## config.mk

```make
export PLATFORM = sky130hd
export DESIGN_NAME = pong_game_ctrl
export DESIGN_NICKNAME = d
export VERILOG_FILES = /design/src/rtl/pong_pkg.sv /design/src/rtl/pong_paddle.sv /design/src/rtl/pong_game_ctrl.sv
export SDC_FILE = /design/constraint.sdc
export NUM_CORES = 1
export LEC_CHECK = 0
export CORE_MARGIN = 1
export CORE_UTILIZATION = 50
export CTS_BUF_LIST = sky130_fd_sc_hd__clkbuf_4 sky130_fd_sc_hd__clkbuf_8 sky130_fd_sc_hd__clkbuf_16
export CTS_CLUSTER_DIAMETER = 150
export CTS_CLUSTER_SIZE = 24
export DETAILED_ROUTE_END_ITERATION = 16
export GPL_TIMING_DRIVEN = 0
export PLACE_DENSITY = 0.74
export SYNTH_ARGS = -nofsm -noshare
export SYNTH_HDL_FRONTEND = slang
export SYNTH_HIERARCHICAL = 1
export SYNTH_SLANG_ARGS = --single-unit
export TNS_END_PERCENT = 100
```

## constraint.sdc

```tcl
create_clock -name clk -period 5.88 [get_ports clk]
set_input_delay 1.176 -clock clk [delete_from_list [all_inputs] [get_ports clk]]
set_output_delay 1.176 -clock clk [all_outputs]
set_load 0.01 [all_outputs]
```

## src/rtl/pong_pkg.sv

```systemverilog
// Shared types and grid constants for the pong game controller.
package pong_pkg;

    typedef enum logic [1:0] {
        ST_OVER  = 2'd0,
        ST_SERVE = 2'd1,
        ST_PLAY  = 2'd2
    } state_t;

    localparam int GRID_W      = 4;
    localparam int GRID_MAX    = 15;
    localparam int BALL_CENTRE = 7;

endpackage

```

## src/rtl/pong_paddle.sv

```systemverilog
// One paddle: saturating position register plus registered row-occupancy mask.
module pong_paddle
    import pong_pkg::*;
#(
    parameter int PADDLE_H = 3
) (
    input  logic                     clk,
    input  logic                     reset,
    input  logic                     tick,
    input  logic                     en,
    input  logic                     centre,
    input  logic                     up,
    input  logic                     dn,
    output logic [(1<<GRID_W)-1:0]   mask
);

    localparam int                    ROWS  = 1 << GRID_W;
    localparam logic [GRID_W-1:0]     P_MAX = GRID_W'(ROWS - PADDLE_H);
    localparam logic [GRID_W-1:0]     P_CTR = GRID_W'((ROWS - PADDLE_H) / 2);
    localparam logic [ROWS-1:0]       BASE  = ROWS'((32'd1 << PADDLE_H) - 32'd1);

    logic [GRID_W-1:0] pos_q, pos_d;
    logic [ROWS-1:0]   mask_q, mask_d;

    always_comb begin
        pos_d = pos_q;
        if (tick) begin
            if (centre) begin
                pos_d = P_CTR;
            end else if (en) begin
                if (up && !dn && pos_q != '0)
                    pos_d = pos_q - 1'b1;
                else if (dn && !up && pos_q != P_MAX)
                    pos_d = pos_q + 1'b1;
            end
        end
        mask_d = BASE << pos_d;
    end

    always_ff @(posedge clk) begin
        if (reset) begin
            pos_q  <= P_CTR;
            mask_q <= BASE << P_CTR;
        end else begin
            pos_q  <= pos_d;
            mask_q <= mask_d;
        end
    end

    assign mask = mask_q;

endmodule

```

## src/rtl/pong_game_ctrl.sv

```systemverilog
// Pong game controller: frame-tick driven FSM, ball motion, scoring and two paddles.
// Optional PONG_AUTOPADDLE_EN makes the right paddle track the ball row instead of r_up/r_dn.
module pong_game_ctrl
    import pong_pkg::*;
#(
    parameter int BALL_DIV     = 4,
    parameter int PADDLE_H     = 3,
    parameter int SERVE_FRAMES = 60,
    parameter int WIN_SCORE    = 9
) (
    input  logic        clk,
    input  logic        reset,
    input  logic        vsync,
    input  logic        start,
    input  logic        l_up,
    input  logic        l_dn,
    input  logic        r_up,
    input  logic        r_dn,
    output logic [3:0]  ball_x,
    output logic [3:0]  ball_y,
    output logic [15:0] lpaddle,
    output logic [15:0] rpaddle,
    output logic [3:0]  score_l,
    output logic [3:0]  score_r,
    output logic        game_over
);

    localparam int                FC_W    = (SERVE_FRAMES > 1) ? $clog2(SERVE_FRAMES) : 1;
    localparam logic [FC_W-1:0]   FC_LAST = FC_W'(SERVE_FRAMES - 1);
    localparam logic [3:0]        SC_LAST = 4'(BALL_DIV - 1);
    localparam logic [GRID_W-1:0] CTR     = GRID_W'(BALL_CENTRE);
    localparam logic [GRID_W-1:0] GMAX    = GRID_W'(GRID_MAX);
    localparam logic [3:0]        WIN     = 4'(WIN_SCORE);

    // Edge detector resets to "high seen" so a fresh low sample is needed before the first tick.
    logic vs_q, vs_prev_q;
    logic tick;

    state_t            state_q, state_d;
    logic [GRID_W-1:0] x_q, x_d, y_q, y_d, ny;
    logic              dxn_q, dxn_d, dyn_q, dyn_d, ndyn;
    logic [3:0]        sl_q, sl_d, sr_q, sr_d;
    logic [FC_W-1:0]   fcnt_q, fcnt_d;
    logic [3:0]        scnt_q, scnt_d;
    logic              go_q, go_d;
    logic              r_up_eff, r_dn_eff;

    assign tick = vs_q & ~vs_prev_q;

    always_comb begin
        state_d = state_q;
        x_d     = x_q;
        y_d     = y_q;
        dxn_d   = dxn_q;
        dyn_d   = dyn_q;
        sl_d    = sl_q;
        sr_d    = sr_q;
        fcnt_d  = fcnt_q;
        scnt_d  = scnt_q;
        ndyn    = dyn_q;
        if (dyn_q) begin
            if (y_q == '0) begin ndyn = 1'b0; ny = GRID_W'(1); end
            else                 ny = y_q - 1'b1;
        end else begin
            if (y_q == GMAX) begin ndyn = 1'b1; ny = GMAX - 1'b1; end
            else                   ny = y_q + 1'b1;
        end

        if (tick) begin
            case (state_q)
                ST_OVER: if (start) begin
                    sl_d    = '0;
                    sr_d    = '0;
                    fcnt_d  = '0;
                    state_d = ST_SERVE;
                end
                ST_SERVE: begin
                    if (fcnt_q == FC_LAST) begin
                        fcnt_d  = '0;
                        scnt_d  = '0;
                        state_d = ST_PLAY;
                    end else begin
                        fcnt_d = fcnt_q + 1'b1;
                    end
                end
                ST_PLAY: begin
                    if (scnt_q != SC_LAST) begin
                        scnt_d = scnt_q + 1'b1;
                    end else begin
                        // Y resolves first; the paddle test uses the resolved row and pre-move mask.
                        scnt_d = '0;
                        y_d    = ny;
                        dyn_d  = ndyn;
                        if (dxn_q && x_q == GRID_W'(1)) begin
                            if (lpaddle[ny]) begin
                                dxn_d = 1'b0;
                                x_d   = GRID_W'(1);
                            end else begin
                                sr_d    = sr_q + 1'b1;
                                dxn_d   = 1'b1;
                                x_d     = CTR;
                                y_d     = CTR;
                                fcnt_d  = '0;
                                state_d = (sr_d == WIN) ? ST_OVER : ST_SERVE;
                            end
                        end else if (!dxn_q && x_q == GMAX - 1'b1) begin
                            if (rpaddle[ny]) begin
                                dxn_d = 1'b1;
                                x_d   = GMAX - 1'b1;
                            end else begin
                                sl_d    = sl_q + 1'b1;
                                dxn_d   = 1'b0;
                                x_d     = CTR;
                                y_d     = CTR;
                                fcnt_d  = '0;
                                state_d = (sl_d == WIN) ? ST_OVER : ST_SERVE;
                            end
                        end else begin
                            x_d = dxn_q ? x_q - 1'b1 : x_q + 1'b1;
                        end
                    end
                end
                default: state_d = ST_OVER;
            endcase
        end
        go_d = (state_d == ST_OVER);
    end

    always_ff @(posedge clk) begin
        if (reset) begin
            vs_q      <= 1'b1;
            vs_prev_q <= 1'b1;
            state_q   <= ST_OVER;
            x_q       <= CTR;
            y_q       <= CTR;
            dxn_q     <= 1'b0;
            dyn_q     <= 1'b0;
            sl_q      <= '0;
            sr_q      <= '0;
            fcnt_q    <= '0;
            scnt_q    <= '0;
            go_q      <= 1'b1;
        end else begin
            vs_q      <= vsync;
            vs_prev_q <= vs_q;
            state_q   <= state_d;
            x_q       <= x_d;
            y_q       <= y_d;
            dxn_q     <= dxn_d;
            dyn_q     <= dyn_d;
            sl_q      <= sl_d;
            sr_q      <= sr_d;
            fcnt_q    <= fcnt_d;
            scnt_q    <= scnt_d;
            go_q      <= go_d;
        end
    end

`ifdef PONG_AUTOPADDLE_EN
    localparam logic [GRID_W-1:0] HALF  = GRID_W'(PADDLE_H / 2);
    localparam logic [GRID_W-1:0] P_MAX = GRID_W'(16 - PADDLE_H);
    logic [GRID_W-1:0] r_tgt;
    logic [15:0]       at_or_below, below;

    // Paddle position is the lowest set mask bit, so compare against masks rather than a position.
    always_comb begin
        if (y_q < HALF)                r_tgt = '0;
        else if (y_q - HALF > P_MAX)   r_tgt = P_MAX;
        else                           r_tgt = y_q - HALF;
        below       = (16'd1 << r_tgt) - 16'd1;
        at_or_below = (16'd1 << r_tgt) | below;
        r_up_eff    = (rpaddle & at_or_below) == '0;
        r_dn_eff    = (rpaddle & below) != '0;
    end
`else
    assign r_up_eff = r_up;
    assign r_dn_eff = r_dn;
`endif

    pong_paddle #(.PADDLE_H(PADDLE_H)) u_lpad (
        .clk    (clk),
        .reset  (reset),
        .tick   (tick),
        .en     (state_q != ST_OVER),
        .centre (state_q == ST_OVER && start),
        .up     (l_up),
        .dn     (l_dn),
        .mask   (lpaddle)
    );

    pong_paddle #(.PADDLE_H(PADDLE_H)) u_rpad (
        .clk    (clk),
        .reset  (reset),
        .tick   (tick),
        .en     (state_q != ST_OVER),
        .centre (state_q == ST_OVER && start),
        .up     (r_up_eff),
        .dn     (r_dn_eff),
        .mask   (rpaddle)
    );

    assign ball_x    = x_q;
    assign ball_y    = y_q;
    assign score_l   = sl_q;
    assign score_r   = sr_q;
    assign game_over = go_q;

endmodule

```

==> results of run 1 <==
==> per-stage QoR <==
stage,cell area [sq um],util [%],power (uW),instances
after floorplan,4460,-,575,532
after global placement,5160,59.5,602,696
after detailed placement,5160,59.5,604,696
after CTS,5410,62.3,1090,712
after global routing,5410,62.3,1130,712
final,5410,62.3,1080,712
==> worst min-delay path by stage <==
stage | start | end | depth (start not counted)
6_report | vs_q$_SDFF_PP1_ | vs_prev_q$_SDFF_PP1_ | 1
5_1_grt | vs_q$_SDFF_PP1_ | vs_prev_q$_SDFF_PP1_ | 1
4_1_cts | vs_q$_SDFF_PP1_ | vs_prev_q$_SDFF_PP1_ | 1
3_5_place_dp | vs_q$_SDFF_PP1_ | vs_prev_q$_SDFF_PP1_ | 1
3_3_place_gp | vs_q$_SDFF_PP1_ | vs_prev_q$_SDFF_PP1_ | 1
2_1_floorplan | vs_q$_SDFF_PP1_ | vs_prev_q$_SDFF_PP1_ | 1
==> per-layer routing <==
layer / global-route usage [%] / wire, um / up-vias
met5: 0 / 0 / -
met4: 6.99 / 133 / 0
met3: 4.07 / 345 / 12
met2: 43.6 / 5560 / 87
met1: 30.7 / 4890 / 1955
li1: - / - / 2044
==> sequential cells by signal, indices dropped and copies added, names as in the netlist, 2 cells and up <==
| register | flops |
|---|---|
| score_r | 4 |
| ball_y | 4 |
| u_rpad/pos_q | 4 |
| u_lpad/pos_q | 4 |
| scnt_q | 4 |
| u_rpad/mask | 16 |
| fcnt_q | 6 |
| score_l | 4 |
| ball_x | 4 |
| state_q | 2 |
| u_lpad/mask | 16 |
==> synth_stat cells, types with 7 or more instances <==
library cell	count
a21oi_1	31
a31oi_1	7
and2_1	11
clkbuf_1	13
dfxtp_1	73
ha_1	18
inv_1	19
mux2i_1	21
nand2_1	47
nand2b_1	22
nand3_1	23
nor2_1	56
nor2b_1	9
nor3_1	26
o21ai_0	19
o21bai_1	7
==> report_power, final <==
group / total, uW / switching (uW) / internal, uW
logic: 90.0 / 53.9 / 36.1
registers: 503 / 4.72 / 499
clock network: 484 / 195 / 289
==> critical path, delay by kind of cell, from the launching register on <==
kind,cells,cell delay [ns]
adder cells (fa/ha/maj),1,0.28
AND/OR/NAND/NOR,2,0.26
flip-flops,1,0.45
AO/OA/AOI/OAI,5,1.43
multiplexers,1,0.24
buffers and inverters,3,0.71
==> cell families (layout without fill, tap and decap cells) <==
logic type               count (synthesis)  in the layout
XOR/XNOR                                 6              6
AND/OR/NAND/NOR                        243            243
adder cells (fa/ha/maj)                 18             18
flip-flops                              73             73
buffers and inverters                   45            117
AO/OA/AOI/OAI                          123            123
multiplexers                            24             24
==> cell type report <==
cell class,instances,area share (%)
plain buffers,26,2.73
clock inverters,6,2.13
multi-input cells,414,51.5
inverters,19,1.32
repair buffers,56,10.4
flip-flops and latches,73,27.0
clock buffers,10,2.43
well taps,108,2.50
==> flow_summary.ini, run 1 <==
[synthesis]
synth.mux.area_fraction_pct = 5.80
synth_compound_area_share_pct = 22.0
netlist_area_sq_um = 4460
mappedNetlistNets = 558
ys_top_cells_by_area = dfxtp_1 33%, ha_1 5.0%, mux2i_1 4.7%
yosysUniqueCellTypes = 75
synth_top_family_by_area = simple AND/OR/NAND/NOR gates
synth.yosys.seq_area_share_pct = 32.7
netlist_instances = 532
ys.flop_type = dfxtp_1
synthSimpleGateAreaFrac_pct = 28.3
synth_edf_count = 0
synth_xor_area_share_pct = 1.18
yosys_warnings = 6
synthArstFlopShare_pct = 0
yosysTopAreaCell = dfxtp_1
synth_adder_area_share_pct = 5.04
synth_area_per_cell_sq_um = 8.39
synth-seq-cells = 73
synth_top_area_share_pct = 32.7

[timing]
max_freq_mhz = 291
period_needed_ns = 3.44
tightestPinTransition_ns = 0.873
finClkSkew_ns = 0.0158
setup_violations = 0
post-route-period-util_pct = 58.5
setup_tns_ns = 0
hold_ws_ns = 0.439
max-slew-margin-rel_pct = 41.8
rsz0062_at_grt = false
maxSlewViolCount = 0
hold_viol_final = 0
setup_ws_ns = 2.44

[worst_setup_path]
max_stage_delay_ns = 0.49
path_class = register to register
cp-start-kind = register
r2r_cells = 12
rrSetupSlack_ns = 2.44
crit_slowest_cell = a211oi_1
r2r-start = ball_y[0]$_SDFFE_PP1P_
crit_chain = inv_1 -> ha_1 -> nor4bb_1 -> a211oi_1 -> buf_4 -> a221oi_1 -> a311o_1 -> a21oi_1 -> buf_2 -> mux2i_1 -> nand2_1 -> a211oi_1
worst_path_most_repeated_cell = a211oi_1
arrival_ns = 3.71
endpoint_kind = register
worstSetupEndpoint = game_over$_SDFF_PP1_
worstReg2RegEnd = game_over$_SDFF_PP1_
cp.required_ns = 6.15
crit_start = ball_y[0]$_SDFFE_PP1P_
crit_path_max_fanout = 10

[cts]
cts-hold-fix-buffers = 0
cts-root-buf = clkbuf_8
cts_buffer_depth = 2
cts_tree = yes
cts_buffers = 9
clock_latency_ns = 0.35
cts_setup_buffers = 0
cts_resized = 0
clock_sinks = 73
cts-htree-levels = 3
clk_pin_slew_ns = 0.09

[placed_design]
gp_congestion = 0.882
dp.final_hpwl_um = 8350
place_ws_ns = 2.48
port_buffers = 56

[grt]
antenna_found_initial = 0
track_usage_pct = 24.7
grt_max_degree = 20
grt_pass1_wl_um = 17900
grt_pass1_vias = 3771
overflow = 0

[drt]
num_vias = 4098
dr.pass1.iters = 4
totalWireLength_um = 10900
viasPerCell = 5.76
first_iter_violations = 203
antenna_left = 0
drc = 0
wl_per_cell_um = 15.3

[layout]
layout_common_cells = 73 x dfxtp_1, 56 x nor2_1, 56 x clkdlybuf4s50_1, 47 x nand2_1, 31 x a21oi_1
num_antenna_cells = 0
finalNetCount = 625
nFillCells = 754
syn_to_final_growth_pct = 21.1
ff_latch_area_sq_um = 1460
multiInputGateArea_sq_um = 2780
layout_commonest_cell = dfxtp_1
drive_gt1_share_pct = 11.3

[floorplanning]
die-area_sq_um = 9310
fp.dieW_um = 96.5
core_area_sq_um = 8680
rows = 34
initial_utilization_pct = 51.4
die_h_um = 96.5
boundaryPins = 57

[flow_run]
cap_violations = 0

[pwr]
p_leak_uw = 0.00198
vdd_drop_max_uv = 111
p_per_area_nw_per_um2 = 199

[min_path]
min_path_type = register to register

[status]
status = finished, final reports clean
No activity file was read; power rests on OpenSTA's default activity.
==> run 2: changes to the inputs <==
- PLACE_DENSITY: 0.74 -> 0.77
- clock period: 5.88 -> 3.01 ns (I/O delays scaled with it)
==> run 2 against run 1 <==
Largest power group unchanged. Routed wire length grew 5.2%. Via count grew 3.8%. Cell count grew 2.0%. Register-to-register slack lost 2.4 ns. Core utilization grew 3.1 points. Flip-flop and latch count is the same. Total power grew 98%. Cell area grew 5.0%. Clock skew shrank 0.0012 ns. Worst setup slack lost 2.4 ns. Worst hold slack lost 0.0051 ns.
==> flow_summary.ini, run 2 (synthesis results as in run 1) <==
[layout]
syn_to_final_growth_pct = 27.2
drive_gt1_share_pct = 16.5
layout_common_cells = 70 x dfxtp_1, 56 x nor2_1, 56 x clkdlybuf4s50_1, 47 x nand2_1, 30 x a21oi_1
num_antenna_cells = 0
finalNetCount = 639
layout_commonest_cell = dfxtp_1

[pwr]
cellInternalPower_uw = 1610
vdd_drop_max_uv = 222
p_per_area_nw_per_um2 = 376
seq_power_share_pct = 46.0
p_leak_uw = 0.00206
comb_power_share_pct = 8.8
switching_share_pct = 24.4
p_sw_uw = 522
power_uw = 2140
clkPwrFrac_pct = 45.2

[drt]
wl_per_cell_um = 15.8
num_vias = 4252
first_iter_violations = 197
antenna_left = 0
drc = 0
viasPerCell = 5.86
dr.pass1.iters = 5
totalWireLength_um = 11500

[worst_setup_path]
endpoint_kind = register
arrival_ns = 3.20
crit_start = ball_y[0]$_SDFFE_PP1P_
crit_path_max_fanout = 7
r2r_cells = 14
worstSetupEndpoint = ball_y[0]$_SDFFE_PP1P_
r2r-start = ball_y[0]$_SDFFE_PP1P_
cp-start-kind = register
worstReg2RegEnd = ball_y[0]$_SDFFE_PP1P_
rrSetupSlack_ns = 0.07
cp.required_ns = 3.27
path_class = register to register

[placed_design]
gp_congestion = 0.855
dp.final_hpwl_um = 8300
port_buffers = 56

[cts]
clock_sinks = 73
cts_tree = yes
cts_buffer_depth = 2
clk_pin_slew_ns = 0.09
clock_latency_ns = 0.36
cts-root-buf = clkbuf_8
cts-htree-levels = 3
cts-hold-fix-buffers = 0
cts_buffers = 9

[timing]
hold_viol_final = 0
maxSlewViolCount = 0
tightestPinTransition_ns = 0.683
setup_tns_ns = 0
rsz0062_at_grt = true
period_needed_ns = 2.94
setup_violations = 0
hold_ws_ns = 0.434
post-route-period-util_pct = 97.8
finClkSkew_ns = 0.0147
max_freq_mhz = 340
max-slew-margin-rel_pct = 53.8

[floorplanning]
boundaryPins = 57
initial_utilization_pct = 51.4
core_area_sq_um = 8680
rows = 34
die-area_sq_um = 9310
die_h_um = 96.5
fp.dieW_um = 96.5

[min_path]
hold_depth = 1
min_path_type = register to register

[grt]
grt_max_degree = 20
overflow = 0
grt_pass1_vias = 3849
track_usage_pct = 25.2
grt_pass1_wl_um = 18100
antenna_found_initial = 0

[flow_run]
cap_violations = 0

[status]
status = finished, final reports clean
[run 2: changes by cell type in the layout (fill, tap and decap cells not counted), sizes merged]
| cell | before | now |
|---|---|---|
| buf | 11 | 22 |
| clkbuf | 23 | 26 |
[run 2: power by group through the flow]
| stage | registers [uW] | clock network, uW | logic [uW] |
|---|---|---|---|
| 6_report | 984 | 965 | 188 |
| 5_1_grt | 985 | 1020 | 203 |
| 4_1_cts | 984 | 967 | 177 |
| 3_5_place_dp | 1010 | 0 | 173 |
| 3_3_place_gp | 1010 | 0 | 170 |
| 2_1_floorplan | 1010 | 0 | 116 |
[run 2: worst min path at each step]
stage                                      end            start  slack, ns
final                     vs_prev_q$_SDFF_PP1_  vs_q$_SDFF_PP1_       0.43
after global routing      vs_prev_q$_SDFF_PP1_  vs_q$_SDFF_PP1_       0.45
after CTS                 vs_prev_q$_SDFF_PP1_  vs_q$_SDFF_PP1_       0.44
after detailed placement  vs_prev_q$_SDFF_PP1_  vs_q$_SDFF_PP1_       0.42
after global placement    vs_prev_q$_SDFF_PP1_  vs_q$_SDFF_PP1_       0.42
after floorplan           vs_prev_q$_SDFF_PP1_  vs_q$_SDFF_PP1_       0.41
[run 2: routing by layer]
layer / vias up / routed length [um] / global-route usage [%] / part of all wire (%)
li1: 2084 / - / - / -
met1: 2009 / 5020 / 31.7 / 44
met2: 133 / 5630 / 43.1 / 49
met3: 26 / 531 / 3.13 / 4.6
met4: 0 / 316 / 11.3 / 2.7
met5: - / 0 / 0 / 0
[run 2: final cells by class]
class | count | area (sq um)
clock buffers | 10 | 131
plain buffers | 26 | 168
multi-input cells | 414 | 2880
well taps | 108 | 135
flip-flops and latches | 73 | 1470
clock inverters | 6 | 115
repair buffers | 70 | 699
inverters | 19 | 76.3
fillers | 724 | 3000
[run 2: worst max-delay path: stages, from the launching register on]
cell,delay [ns]
dfxtp_4,0.42
inv_6,0.05
ha_4,0.17
nor2b_4,0.13
o2111a_1,0.27
buf_6,0.16
buf_4,0.14
mux2i_1,0.12
a22o_1,0.20
a311oi_2,0.32
a211oi_4,0.16
buf_6,0.16
nor3_4,0.23
a22oi_2,0.08
or2_1,0.24
[run 2: metrics by stage]
step	setup slack [ns]	utilization [%]	instances	cell area [sq um]
6_report	0.0667	65.4	726	5680
4_1_cts	0.0202	63.3	716	5490
3_3_place_gp	-0.339	59.5	696	5160
2_1_floorplan	0.0691	-	532	4460
5_1_grt	-0.0346	65.4	726	5680
3_5_place_dp	-0.393	59.5	696	5160
[run 2: timing repair]
item,4_1_cts,5_1_grt
cloned,0,1
resized for setup,16,21
pin swaps,2,17
setup endpoints to repair,23,16
buffers inserted,4,9
==> run 3: changes to the inputs <==
- ABC_AREA: not set -> 1
- PLACE_DENSITY: 0.77 -> 0.78
==> run 3 against run 2 <==
Sequential share of layout area increased by 3.4 points. Die area is 7.7% lower. Fmax is 9.5% higher. Clock-buffer cell count grew 2. Routed wire length shrank 13%. Sequential power shrank 0.5%. Synthesized area shrank 7.9%. Flip-flop and latch count unchanged.
==> flow_summary.ini, run 3 <==
[synthesis]
synth_edf_count = 0
synth.yosys.seq_area_share_pct = 35.5
ys_top_cells_by_area = dfxtp_1 36%, nand3_1 12%, nand2_1 10%
synth_top_cells_by_count = 110 x nand2_1, 96 x nand3_1, 73 x dfxtp_1
synth-seq-cells = 73
mappedNetlistNets = 605
netlist_instances = 579
ys.flop_type = dfxtp_1
netlist_area_sq_um = 4110
synthArstFlopShare_pct = 0
yosysMostFrequentCell = nand2_1
yosys_warnings = 6
yosysUniqueCellTypes = 38
synth_top_area_share_pct = 35.5
synth_area_per_cell_sq_um = 7.10
yosysTopAreaCell = dfxtp_1

[grt]
track_usage_pct = 24.5
overflow = 0
antenna_found_initial = 0
grt_pass1_vias = 3750
grt_max_degree = 12
grt_pass1_wl_um = 17000

[pwr]
vdd_drop_max_uv = 281
clkPwrFrac_pct = 39.1
seq_power_share_pct = 54.9
switching_share_pct = 23.2
comb_power_share_pct = 6.0
p_leak_uw = 0.00222
cellInternalPower_uw = 1370
p_sw_uw = 415
power_uw = 1780
p_per_area_nw_per_um2 = 358

[layout]
layout_commonest_cell = nand2_1
layout_common_cells = 110 x nand2_1, 96 x nand3_1, 73 x dfxtp_1, 63 x inv_1, 58 x nor2_1
post-route-util_pct = 63.5
drive_gt1_share_pct = 11.8
syn_to_final_growth_pct = 21.1
num_antenna_cells = 0
finalNetCount = 672

[cts]
cts-root-buf = clkbuf_8
cts-hold-fix-buffers = 0
clk_pin_slew_ns = 0.07
clock_sinks = 73
cts_tree = yes
cts_resized = 0
cts_setup_buffers = 0
cts_buffers = 9
cts-htree-levels = 3
clock_latency_ns = 0.35
cts_buffer_depth = 2

[floorplanning]
fp.dieW_um = 92.7
die-area_sq_um = 8590
boundaryPins = 57
core_area_sq_um = 7850
die_h_um = 92.7
initial_utilization_pct = 52.4
rows = 32

[worst_setup_path]
cp-start-kind = register
crit_buf_inv = 3
path_class = register to register
arrival_ns = 2.97
crit_family = simple AND/OR/NAND/NOR gates
crit_path_max_fanout = 6
endpoint_kind = register
crit_chain = inv_1 -> ha_1 -> nand2_1 -> nand2_1 -> inv_1 -> nand2_1 -> nand2_1 -> inv_1 -> nand3_1 -> nand3_1 -> nand3_1 -> nand3_1 -> a21oi_1 -> nand3_1 -> nand2_1
cp.required_ns = 3.29
crit_slowest_cell = dfxtp_1
max_stage_delay_ns = 0.48

[timing]
setup_tns_ns = 0
tightestPinTransition_ns = 0.762
max-slew-margin-rel_pct = 48.5
max_freq_mhz = 372
hold_viol_final = 0
setup_ws_ns = 0.321
post-route-period-util_pct = 89.3
finClkSkew_ns = 0.00990
setup_violations = 0
period_needed_ns = 2.69
maxSlewViolCount = 0
hold_ws_ns = 0.417
rsz0062_at_grt = false

[placed_design]
gp_congestion = 0.912
port_buffers = 56
place_ws_ns = 0.329
dp.final_hpwl_um = 7800

[flow_run]
cap_violations = 0

[drt]
drc = 0
totalWireLength_um = 9950
wl_per_cell_um = 13.2
viasPerCell = 5.32
dr.pass1.iters = 4
antenna_left = 0
num_vias = 4001
first_iter_violations = 231

[min_path]
min_path_type = register to register

[status]
status = finished, final reports clean
## run 3: layout make-up
class,count,area (sq um)
Buffer,8,51.3
Clock buffer,12,165
Clock inverter,3,15.0
Fill cell,730,2870
Inverter,75,287
Multi-Input combinational cell,423,2310
Sequential cell,73,1460
Tap cell,102,128
Timing Repair Buffer,56,561
## run 3: power by group through the flow
stage | sequential, uW | combinational (uW) | clock (uW)
3_5_place_dp | 1000 | 106 | 0
2_1_floorplan | 1000 | 65.9 | 0
5_1_grt | 980 | 119 | 756
4_1_cts | 979 | 106 | 708
6_report | 979 | 106 | 698
3_3_place_gp | 1000 | 104 | 0
## run 3: final timing paths
| check | startpoint | end | slack [ns] | cells past startpoint |
|---|---|---|---|---|
| worst max-delay path | ball_y[0]$_SDFFE_PP1P_ | game_over$_SDFF_PP1_ | 0.32 | 15 |
| worst min-delay path | vs_q$_SDFF_PP1_ | vs_prev_q$_SDFF_PP1_ | 0.42 | 2 |
| worst max register to register | ball_y[0]$_SDFFE_PP1P_ | game_over$_SDFF_PP1_ | 0.32 | 15 |
| worst min register to register | vs_q$_SDFF_PP1_ | vs_prev_q$_SDFF_PP1_ | 0.42 | 2 |
## run 3: cell families (layout without fill, tap and decap cells)
| family | count (synthesis) | in the layout | share of synthesized area (%) |
|---|---|---|---|
| buf+inv | 83 | 154 | 8.22 |
| flops | 73 | 73 | 35.5 |
| xor+xnor | 10 | 10 | 2.13 |
| simple gates | 337 | 337 | 40.5 |
| fa+ha+maj | 18 | 18 | 5.48 |
| compound gates | 58 | 58 | 8.10 |
## run 3: per-layer routing
layer	track usage [%]	part of all wire [%]
met1	32.7	48
met2	40.1	47
met3	2.30	3.1
met4	11.0	2.2
met5	0	0
## run 3: worst register-to-register path: stages (launching register included)
cell and delay (ns):
dfxtp_1 0.48, inv_1 0.12, ha_1 0.27, nand2_1 0.13
nand2_1 0.09, inv_1 0.07, nand2_1 0.05, nand2_1 0.14
inv_1 0.14, nand3_1 0.12, nand3_1 0.14, nand3_1 0.22
nand3_1 0.23, a21oi_1 0.25, nand3_1 0.10, nand2_1 0.08
## run 3: per-stage QoR
stage	std cells	cell area [sq um]
3_5_place_dp	737	4800
5_1_grt	752	4980
6_report	752	4980
3_3_place_gp	737	4800
4_1_cts	752	4980
2_1_floorplan	579	4110
